==> src/rtl/sprite_draw_arbiter_if.sv <==
// Bundle between the sprite control blocks and the plotter arbiter: the move
// requests, the sprite geometry, and the registered VGA pixel write port.
interface sprite_draw_arbiter_if;
  logic       load_level;
  logic       player_move;
  logic [7:0] player_x;
  logic [6:0] player_y;
  logic       enemy_move;
  logic [7:0] enemy_x;
  logic [6:0] enemy_y;
  logic [2:0] enemy_width;
  logic [2:0] enemy_colour;
  logic       bullet_move;
  logic [7:0] bullet_x;
  logic [6:0] bullet_y;
  logic [7:0] vga_x;
  logic [6:0] vga_y;
  logic [2:0] vga_colour;
  logic       plot;
  logic       busy;

  modport master (
    output load_level, player_move, player_x, player_y,
    output enemy_move, enemy_x, enemy_y, enemy_width, enemy_colour,
    output bullet_move, bullet_x, bullet_y,
    input  vga_x, vga_y, vga_colour, plot, busy
  );

  modport slave (
    input  load_level, player_move, player_x, player_y,
    input  enemy_move, enemy_x, enemy_y, enemy_width, enemy_colour,
    input  bullet_move, bullet_x, bullet_y,
    output vga_x, vga_y, vga_colour, plot, busy
  );
endinterface

==> src/rtl/sprite_draw_arbiter.sv <==
// Round-robin owner of the single VGA plotter port: erases and redraws the
// player, enemy and bullet one pixel per clock, and clears the screen on load_level.
module sprite_draw_arbiter #(
  parameter int         SCREEN_W      = 160,
  parameter int         SCREEN_H      = 120,
  parameter int         PLAYER_W      = 3,
  parameter logic [2:0] BG_COLOUR     = 3'b000,
  parameter logic [2:0] PLAYER_COLOUR = 3'b010,
  parameter logic [2:0] BULLET_COLOUR = 3'b111
) (
  input logic                  clk,
  input logic                  resetn,
  sprite_draw_arbiter_if.slave bus
);

  typedef enum logic [1:0] {IDLE, CLEAR, ERASE, DRAW} state_t;

  state_t     r_state, w_state_nxt;
  logic [2:0] r_pending, r_valid;
  logic [1:0] r_last, r_sel;
  logic [7:0] r_col;
  logic [6:0] r_row;
  logic [7:0] r_new_x;
  logic [6:0] r_new_y;
  logic [2:0] r_new_w, r_new_col;
  logic [7:0] r_old_x [0:2];
  logic [6:0] r_old_y [0:2];
  logic [2:0] r_old_w [0:2];
  logic [7:0] r_vga_x;
  logic [6:0] r_vga_y;
  logic [2:0] r_vga_col;
  logic       r_plot;

  logic [2:0] w_moves, w_gmask;
  logic [1:0] w_c0, w_c1, w_c2, w_gidx;
  logic       w_grant;
  logic [7:0] w_g_x;
  logic [6:0] w_g_y;
  logic [2:0] w_g_w, w_g_col;
  logic [7:0] w_base_x, w_span_w;
  logic [6:0] w_base_y, w_span_h;
  logic [2:0] w_colour;
  logic       w_scan, w_last_col, w_last_row, w_last_pix, w_onscreen;
  logic [8:0] w_px;
  logic [7:0] w_py;

  function automatic logic [1:0] rr_next(input logic [1:0] idx);
    return (idx == 2'd2) ? 2'd0 : idx + 2'd1;
  endfunction

  function automatic logic [2:0] clamp_width(input logic [2:0] w);
    return (w == 3'd0) ? 3'd1 : w;
  endfunction

  assign w_moves = {bus.bullet_move, bus.enemy_move, bus.player_move};
  assign w_c0    = rr_next(r_last);
  assign w_c1    = rr_next(w_c0);
  assign w_c2    = rr_next(w_c1);
  assign w_grant = (r_state == IDLE) && !bus.load_level && (r_pending != 3'b000);
  assign w_gmask = w_grant ? (3'b001 << w_gidx) : 3'b000;

  always_comb begin
    w_gidx = w_c2;
    if (r_pending[w_c0])      w_gidx = w_c0;
    else if (r_pending[w_c1]) w_gidx = w_c1;
  end

  always_comb begin
    w_g_x   = r_new_x;
    w_g_y   = r_new_y;
    w_g_w   = 3'd1;
    w_g_col = BULLET_COLOUR;
    case (w_gidx)
      2'd0: begin
        w_g_x = bus.player_x; w_g_y = bus.player_y;
        w_g_w = 3'(PLAYER_W); w_g_col = PLAYER_COLOUR;
      end
      2'd1: begin
        w_g_x = bus.enemy_x; w_g_y = bus.enemy_y;
        w_g_w = clamp_width(bus.enemy_width); w_g_col = bus.enemy_colour;
      end
      default: begin
        w_g_x = bus.bullet_x; w_g_y = bus.bullet_y;
        w_g_w = 3'd1; w_g_col = BULLET_COLOUR;
      end
    endcase
  end

  // Scan geometry: the whole screen, the old rectangle, or the latched new one.
  always_comb begin
    w_base_x = r_new_x;
    w_base_y = r_new_y;
    w_span_w = {5'b0, r_new_w};
    w_span_h = {4'b0, r_new_w};
    w_colour = r_new_col;
    case (r_state)
      CLEAR: begin
        w_base_x = 8'd0; w_base_y = 7'd0;
        w_span_w = 8'(SCREEN_W); w_span_h = 7'(SCREEN_H);
        w_colour = BG_COLOUR;
      end
      ERASE: begin
        w_base_x = r_old_x[r_sel]; w_base_y = r_old_y[r_sel];
        w_span_w = {5'b0, r_old_w[r_sel]}; w_span_h = {4'b0, r_old_w[r_sel]};
        w_colour = BG_COLOUR;
      end
      default: ;
    endcase
  end

  assign w_scan     = (r_state != IDLE);
  assign w_last_col = (r_col == w_span_w - 8'd1);
  assign w_last_row = (r_row == w_span_h - 7'd1);
  assign w_last_pix = w_scan && w_last_col && w_last_row;
  assign w_px       = {1'b0, w_base_x} + {1'b0, r_col};
  assign w_py       = {1'b0, w_base_y} + {1'b0, r_row};
  assign w_onscreen = (w_px < 9'(SCREEN_W)) && (w_py < 8'(SCREEN_H));

  always_comb begin
    w_state_nxt = r_state;
    if (bus.load_level) begin
      w_state_nxt = CLEAR;
    end else begin
      case (r_state)
        IDLE:    if (w_grant) w_state_nxt = r_valid[w_gidx] ? ERASE : DRAW;
        CLEAR:   if (w_last_pix) w_state_nxt = IDLE;
        ERASE:   if (w_last_pix) w_state_nxt = DRAW;
        DRAW:    if (w_last_pix) w_state_nxt = IDLE;
        default: w_state_nxt = IDLE;
      endcase
    end
  end

  always_ff @(posedge clk or negedge resetn) begin
    if (!resetn) r_state <= IDLE;
    else         r_state <= w_state_nxt;
  end

  always_ff @(posedge clk or negedge resetn) begin
    if (!resetn) begin
      r_pending <= 3'b000;
      r_valid   <= 3'b000;
      r_last    <= 2'd2;
      r_col     <= 8'd0;
      r_row     <= 7'd0;
      r_vga_x   <= 8'd0;
      r_vga_y   <= 7'd0;
      r_vga_col <= 3'd0;
      r_plot    <= 1'b0;
    end else begin
      if (bus.load_level) begin
        r_pending <= 3'b000;
        r_valid   <= 3'b000;
      end else if (r_state == CLEAR) begin
        if (w_last_pix) r_pending <= 3'b111;
      end else begin
        r_pending <= (r_pending & ~w_gmask) | w_moves;
        if (r_state == DRAW && w_last_pix) r_valid <= r_valid | (3'b001 << r_sel);
      end

      if (w_grant) r_last <= w_gidx;

      // Counters wrap to zero on the last pixel, so ERASE flows straight into DRAW.
      if (bus.load_level || !w_scan) begin
        r_col <= 8'd0;
        r_row <= 7'd0;
      end else if (w_last_col) begin
        r_col <= 8'd0;
        r_row <= w_last_row ? 7'd0 : r_row + 7'd1;
      end else begin
        r_col <= r_col + 8'd1;
      end

      if (w_scan && !bus.load_level) begin
        r_vga_x   <= w_px[7:0];
        r_vga_y   <= w_py[6:0];
        r_vga_col <= w_colour;
        r_plot    <= w_onscreen;
      end else begin
        r_plot    <= 1'b0;
      end
    end
  end

  always_ff @(posedge clk) begin
    if (w_grant) begin
      r_sel     <= w_gidx;
      r_new_x   <= w_g_x;
      r_new_y   <= w_g_y;
      r_new_w   <= w_g_w;
      r_new_col <= w_g_col;
    end
    if (r_state == DRAW && w_last_pix && !bus.load_level) begin
      r_old_x[r_sel] <= r_new_x;
      r_old_y[r_sel] <= r_new_y;
      r_old_w[r_sel] <= r_new_w;
    end
  end

  assign bus.vga_x      = r_vga_x;
  assign bus.vga_y      = r_vga_y;
  assign bus.vga_colour = r_vga_col;
  assign bus.plot       = r_plot;
  assign bus.busy       = (r_state != IDLE);

endmodule

==> src/flat_wrapper.sv <==
// flat-port wrapper written by rule: the top's interface ports become plain ports
module sprite_draw_arbiter_flat 
#(
  parameter int         SCREEN_W      = 160,
  parameter int         SCREEN_H      = 120,
  parameter int         PLAYER_W      = 3,
  parameter logic [2:0] BG_COLOUR     = 3'b000,
  parameter logic [2:0] PLAYER_COLOUR = 3'b010,
  parameter logic [2:0] BULLET_COLOUR = 3'b111
)
  (clk, resetn, bus_load_level, bus_player_move, bus_player_x, bus_player_y, bus_enemy_move, bus_enemy_x, bus_enemy_y, bus_enemy_width, bus_enemy_colour, bus_bullet_move, bus_bullet_x, bus_bullet_y, bus_vga_x, bus_vga_y, bus_vga_colour, bus_plot, bus_busy);
  sprite_draw_arbiter_if bus_i ();
  input logic clk;
  input logic resetn;
  input wire logic [$bits(bus_i.load_level)-1:0] bus_load_level;
  input wire logic [$bits(bus_i.player_move)-1:0] bus_player_move;
  input wire logic [$bits(bus_i.player_x)-1:0] bus_player_x;
  input wire logic [$bits(bus_i.player_y)-1:0] bus_player_y;
  input wire logic [$bits(bus_i.enemy_move)-1:0] bus_enemy_move;
  input wire logic [$bits(bus_i.enemy_x)-1:0] bus_enemy_x;
  input wire logic [$bits(bus_i.enemy_y)-1:0] bus_enemy_y;
  input wire logic [$bits(bus_i.enemy_width)-1:0] bus_enemy_width;
  input wire logic [$bits(bus_i.enemy_colour)-1:0] bus_enemy_colour;
  input wire logic [$bits(bus_i.bullet_move)-1:0] bus_bullet_move;
  input wire logic [$bits(bus_i.bullet_x)-1:0] bus_bullet_x;
  input wire logic [$bits(bus_i.bullet_y)-1:0] bus_bullet_y;
  output wire logic [$bits(bus_i.vga_x)-1:0] bus_vga_x;
  output wire logic [$bits(bus_i.vga_y)-1:0] bus_vga_y;
  output wire logic [$bits(bus_i.vga_colour)-1:0] bus_vga_colour;
  output wire logic [$bits(bus_i.plot)-1:0] bus_plot;
  output wire logic [$bits(bus_i.busy)-1:0] bus_busy;
  assign bus_i.load_level = bus_load_level;
  assign bus_i.player_move = bus_player_move;
  assign bus_i.player_x = bus_player_x;
  assign bus_i.player_y = bus_player_y;
  assign bus_i.enemy_move = bus_enemy_move;
  assign bus_i.enemy_x = bus_enemy_x;
  assign bus_i.enemy_y = bus_enemy_y;
  assign bus_i.enemy_width = bus_enemy_width;
  assign bus_i.enemy_colour = bus_enemy_colour;
  assign bus_i.bullet_move = bus_bullet_move;
  assign bus_i.bullet_x = bus_bullet_x;
  assign bus_i.bullet_y = bus_bullet_y;
  assign bus_vga_x = bus_i.vga_x;
  assign bus_vga_y = bus_i.vga_y;
  assign bus_vga_colour = bus_i.vga_colour;
  assign bus_plot = bus_i.plot;
  assign bus_busy = bus_i.busy;
  sprite_draw_arbiter #(.SCREEN_W(SCREEN_W), .SCREEN_H(SCREEN_H), .PLAYER_W(PLAYER_W), .BG_COLOUR(BG_COLOUR), .PLAYER_COLOUR(PLAYER_COLOUR), .BULLET_COLOUR(BULLET_COLOUR)) u_core (.clk(clk), .resetn(resetn), .bus(bus_i));
endmodule
==> config.mk <==
export PLATFORM = sky130hd
export DESIGN_NAME = sprite_draw_arbiter_flat
export DESIGN_NICKNAME = d
export VERILOG_FILES = /design/src/rtl/sprite_draw_arbiter_if.sv /design/src/rtl/sprite_draw_arbiter.sv /design/src/flat_wrapper.sv
export SDC_FILE = /design/constraint.sdc
export NUM_CORES = 1
export LEC_CHECK = 0
export CAP_MARGIN = 10
export CELL_PAD_IN_SITES_DETAIL_PLACEMENT = 0
export CELL_PAD_IN_SITES_GLOBAL_PLACEMENT = 1
export CORE_UTILIZATION = 25
export DETAILED_ROUTE_END_ITERATION = 6
export HOLD_SLACK_MARGIN = 0.06
export PLACE_DENSITY = 0.57
export RECOVER_POWER = 25
export SYNTH_ARGS = -nofsm -noshare
export SYNTH_HDL_FRONTEND = slang
export SYNTH_SLANG_ARGS = --single-unit
==> constraint.sdc <==
create_clock -name clk -period 6.27 [get_ports clk]
set_input_delay 1.5675 -clock clk [delete_from_list [all_inputs] [get_ports clk]]
set_output_delay 1.5675 -clock clk [all_outputs]
set_load 0.02 [all_outputs]
==> impl_results.md <==
* Outcome: complete, but fails checks
* Failing checks: max-capacitance violations, max-slew violations
* Worst VDD drop at 0.142 mV
* Core box area at 0.0245 mm2
* R2r endpoint: u_core.r_old_x[2][3]
* Initial antenna violation count at 0
* Post-Syn Nets at around 650
* Vias in the first global route at approximately 4400
* Start of the worst register-to-register path: u_core.r_state[0]
* Largest net degree at the start of global routing at 45
* Max stage delay on crit path at 820 ps
* Starting density of the core at 25.7%
* Chip height at approximately 160 um
* Worst-path fanout max at 25
* Hold-fix buffers at CTS at 0
* Fin. max-slew vios at 45
* Routed WL at approximately 14 mm
* Clock tree buffer depth at 2
* Ant diodes at 0
* R2r worst-path depth at 14
* Grt total ovfl at 0
* Crit path arrival time at 4570 ps
* Fin crit share at 71.2%
* Slew margin rel. at -66.2%
* Nature of the critical path startpoint: flip-flop
* Simple-Gate Fraction of Synth Area at about 15%
* Ys flop type: edfxtp_1
* Cell breakdown of the critical path: inv_1 -> ha_1 -> nand2_1 -> a211o_1 -> and2_1 -> ha_1 -> xor2_1 -> nand3_1 -> nor3_1 -> nand4b_4 -> nor3_1 -> nand4bb_4 -> nor3b_2 -> buf_4
* Register area at 0.00345 mm2
* Hold Crit Class: reg2reg
* DR vias at ~4300
* Multi-input gate area at between 0.002 and 0.003 mm2
* Ys Warns at 0
* Row count at between 50 and 60
* GPL Wtd Cong at between 0.7 and 0.8
* Fmax at 224 MHz
* Final HPWL DP at roughly 11 mm
* RSZ-0062 raised after global routing: false
* CTS tree: built
* First-pass GRT wire length at approximately 24 mm
* Total power at 0.00350 W
* Final setup vio count at 0
* Leading area contributor after synthesis: edfxtp_1
* Largest family of logic cells by synthesized area: simple AND/OR/NAND/NOR gates
* Worst Path Required at around 6400 ps
* Area grow syn2layout at 27.1%
* Synth Area in XOR/XNOR at around 4.8%
* Layout cells sized above 1 at 9.65%
* Critical path's slowest cell: ha_1
* Worst clock skew at between 9 and 10 ps
* Hold Path Stages at 2
* Post-CTS Setup Bufs at 0
* CTS HTree Levels at 4
* Number of flops mapped to enable cells by yosys at 77
* Most frequent cells in the layout: edfxtp_1, nand2_1, clkdlybuf4s50_1
* Seq/Total Area, Yosys at between 50% and 60%
* Post-Synthesis Cells at about 560
* Die Footprint at ~0.026 mm2
* Seq cells post-synth at ~120
* Final net count at 724
* FILL cells at roughly 2500
* Clk Latency, worst-skew pair at approximately 420 ps
* Worst Setup Slack, final at between 1500 and 2000 ps
* Syn Std Cell Area at about 0.0063 mm2
* Static Leak at between 3 and 4 nW
* Final setup TNS at 0 ps
* Mux cell area share after synthesis at a little over 4%
* CTS Buf Count at 17
* Die W at ~160 um
* Ranking of synthesized cells by area: edfxtp_1, dfrtp_1, ha_1, nand2_1, mux2i_1
* Antenna Violating Nets Remaining at 0
* Port Buffers at between 70 and 80
* GR Util All Layers at between 10% and 20%
* Post-Synth Adder-Cell Area at under 10%
* Compound-gate portion of the synthesized area at 11.7%
* Unique masters post-synth at just under 70
* Most common cell after layout, fill and taps aside: edfxtp_1
* IO Pins at 77
* Drt pass-1 iters at 4
* Residual DRC at 0
* Slew @ Worst Pin at 2490 ps
* CTS Sinks at roughly 120
* Resized Gates After CTS at 0
* Hold Vio Cnt, Final at 0
* Setup crit end kind: flip-flop
* Clock period minus worst slack at roughly 4500 ps
* Clock root buffer: clkbuf_16
* Worst Hold End: u_core.bus.vga_colour[2]
* Hold Crit Start: u_core.bus.vga_colour[2]
* Type of the worst setup path: reg2reg
* Pre-CTS setup slack at approximately 1800 ps
* Max-cap violations at 1
* Syn Area/Cell at roughly 11 um2
* PD cells at approximately 440 mW/mm2
* Area share of the largest cell type after synthesis at 36.7%
* Clock slew at reported path FFs at roughly 60 ps
* R2R setup slack at ~1800 ps
* Iter 0 DRT Violations at 201
* Async SR Flop Fraction at 35.8%
* DR vias/cell at around 4.4
* Wire per inst at 14.4 um
synthesized netlist by cell type, types with 3 or more instances:
cell,instances
and3_1,3
mux2i_1,21
nand4_1,4
o22ai_1,18
a21o_1,6
nor2b_1,3
o21ai_0,13
mux2_2,3
nor2_1,43
nand2b_1,4
o21a_1,5
nand3_1,12
inv_1,31
buf_2,3
nand2_1,76
xnor2_1,19
nand3b_1,6
edfxtp_1,77
dfrtp_1,43
a21oi_1,28
nor4_1,3
nor3_1,16
clkbuf_1,19
a22oi_1,15
ha_1,25
xor2_1,12
o21bai_1,3
per-layer routing:
| metal | up-vias | wire [um] | track usage, % |
|---|---|---|---|
| li1 | 2183 | - | - |
| met1 | 2007 | 7250 | 16.5 |
| met2 | 90 | 6060 | 17.2 |
| met3 | 18 | 518 | 2.76 |
| met4 | 0 | 210 | 4.29 |
| met5 | - | 0 | 0 |
cells by family after synthesis:
group	Yosys count
AOI/OAI and AO/OA	110
and+or+nand+nor	189
buffers and inverters	56
xor gates and xnor gates	32
adders and majority gates	27
DFF	123
muxes	25
worst max-delay path: cells and delay by family (launching register included):
| kind | cells | cell delay [ps] |
|---|---|---|
| AO/OA/AOI/OAI | 1 | 350 |
| XOR/XNOR | 1 | 150 |
| adder cells (fa/ha/maj) | 2 | 1140 |
| buffers and inverters | 2 | 370 |
| flip-flops | 1 | 430 |
| AND/OR/NAND/NOR | 8 | 1690 |
sequential cells by signal, indices dropped and copies added, names as in the netlist, 2 cells and up, named ones only:
| name | flops |
|---|---|
| u_core.r_state | 2 |
| u_core.r_pending | 3 |
| u_core.r_new_col | 3 |
| u_core.bus.vga_colour | 3 |
| u_core.r_row | 7 |
| u_core.r_new_w | 3 |
| u_core.bus.vga_x | 8 |
| u_core.r_sel | 2 |
| u_core.r_old_y | 21 |
| u_core.r_old_x | 24 |
| u_core.r_old_w | 9 |
| u_core.r_new_y | 7 |
| u_core.r_new_x | 8 |
| u_core.bus.vga_y | 7 |
| u_core.r_col | 8 |
| u_core.r_valid | 3 |
| u_core.r_last | 2 |
per-stage QoR:
step	cells	hold slack, ps	utilization, %	cell area, um2
6_report	977	464	32.6	8000
5_1_grt	977	513	32.6	8000
4_1_cts	977	473	32.6	8010
3_5_place_dp	945	461	30.2	7420
3_3_place_gp	945	457	30.2	7420
2_1_floorplan	562	453	-	6290
how the worst max path moves through the flow:
stage,cells past startpoint,end,slack (ps),startpoint
after CTS,14,u_core.r_old_y[2][0],1770,u_core.r_state[0]
after global placement,14,u_core.r_old_x[2][3],1920,u_core.r_state[0]
after global routing,14,u_core.r_old_x[2][0],1490,u_core.r_state[0]
after detailed placement,14,u_core.r_old_x[2][3],1780,u_core.r_state[0]
after floorplan,14,u_core.r_old_w[0][0],1560,u_core.r_state[0]
final,14,u_core.r_old_x[2][3],1800,u_core.r_state[0]
power breakdown:
group / total (W) / internal (W) / switching (W)
clock network: 0.000982 / 0.000594 / 0.000388
registers: 0.00116 / 0.00103 / 0.000133
logic: 0.00136 / 0.000577 / 0.000782
cell type report:
| cell class | count | share of cell area (%) |
|---|---|---|
| flip-flops and latches | 123 | 43.2 |
| repair buffers | 84 | 10.1 |
| inverters | 31 | 1.45 |
| clock buffers | 18 | 5.37 |
| multi-input cells | 383 | 32.8 |
| clock inverters | 14 | 1.99 |
| well taps | 324 | 5.07 |
(Power assumes the default switching activity.)
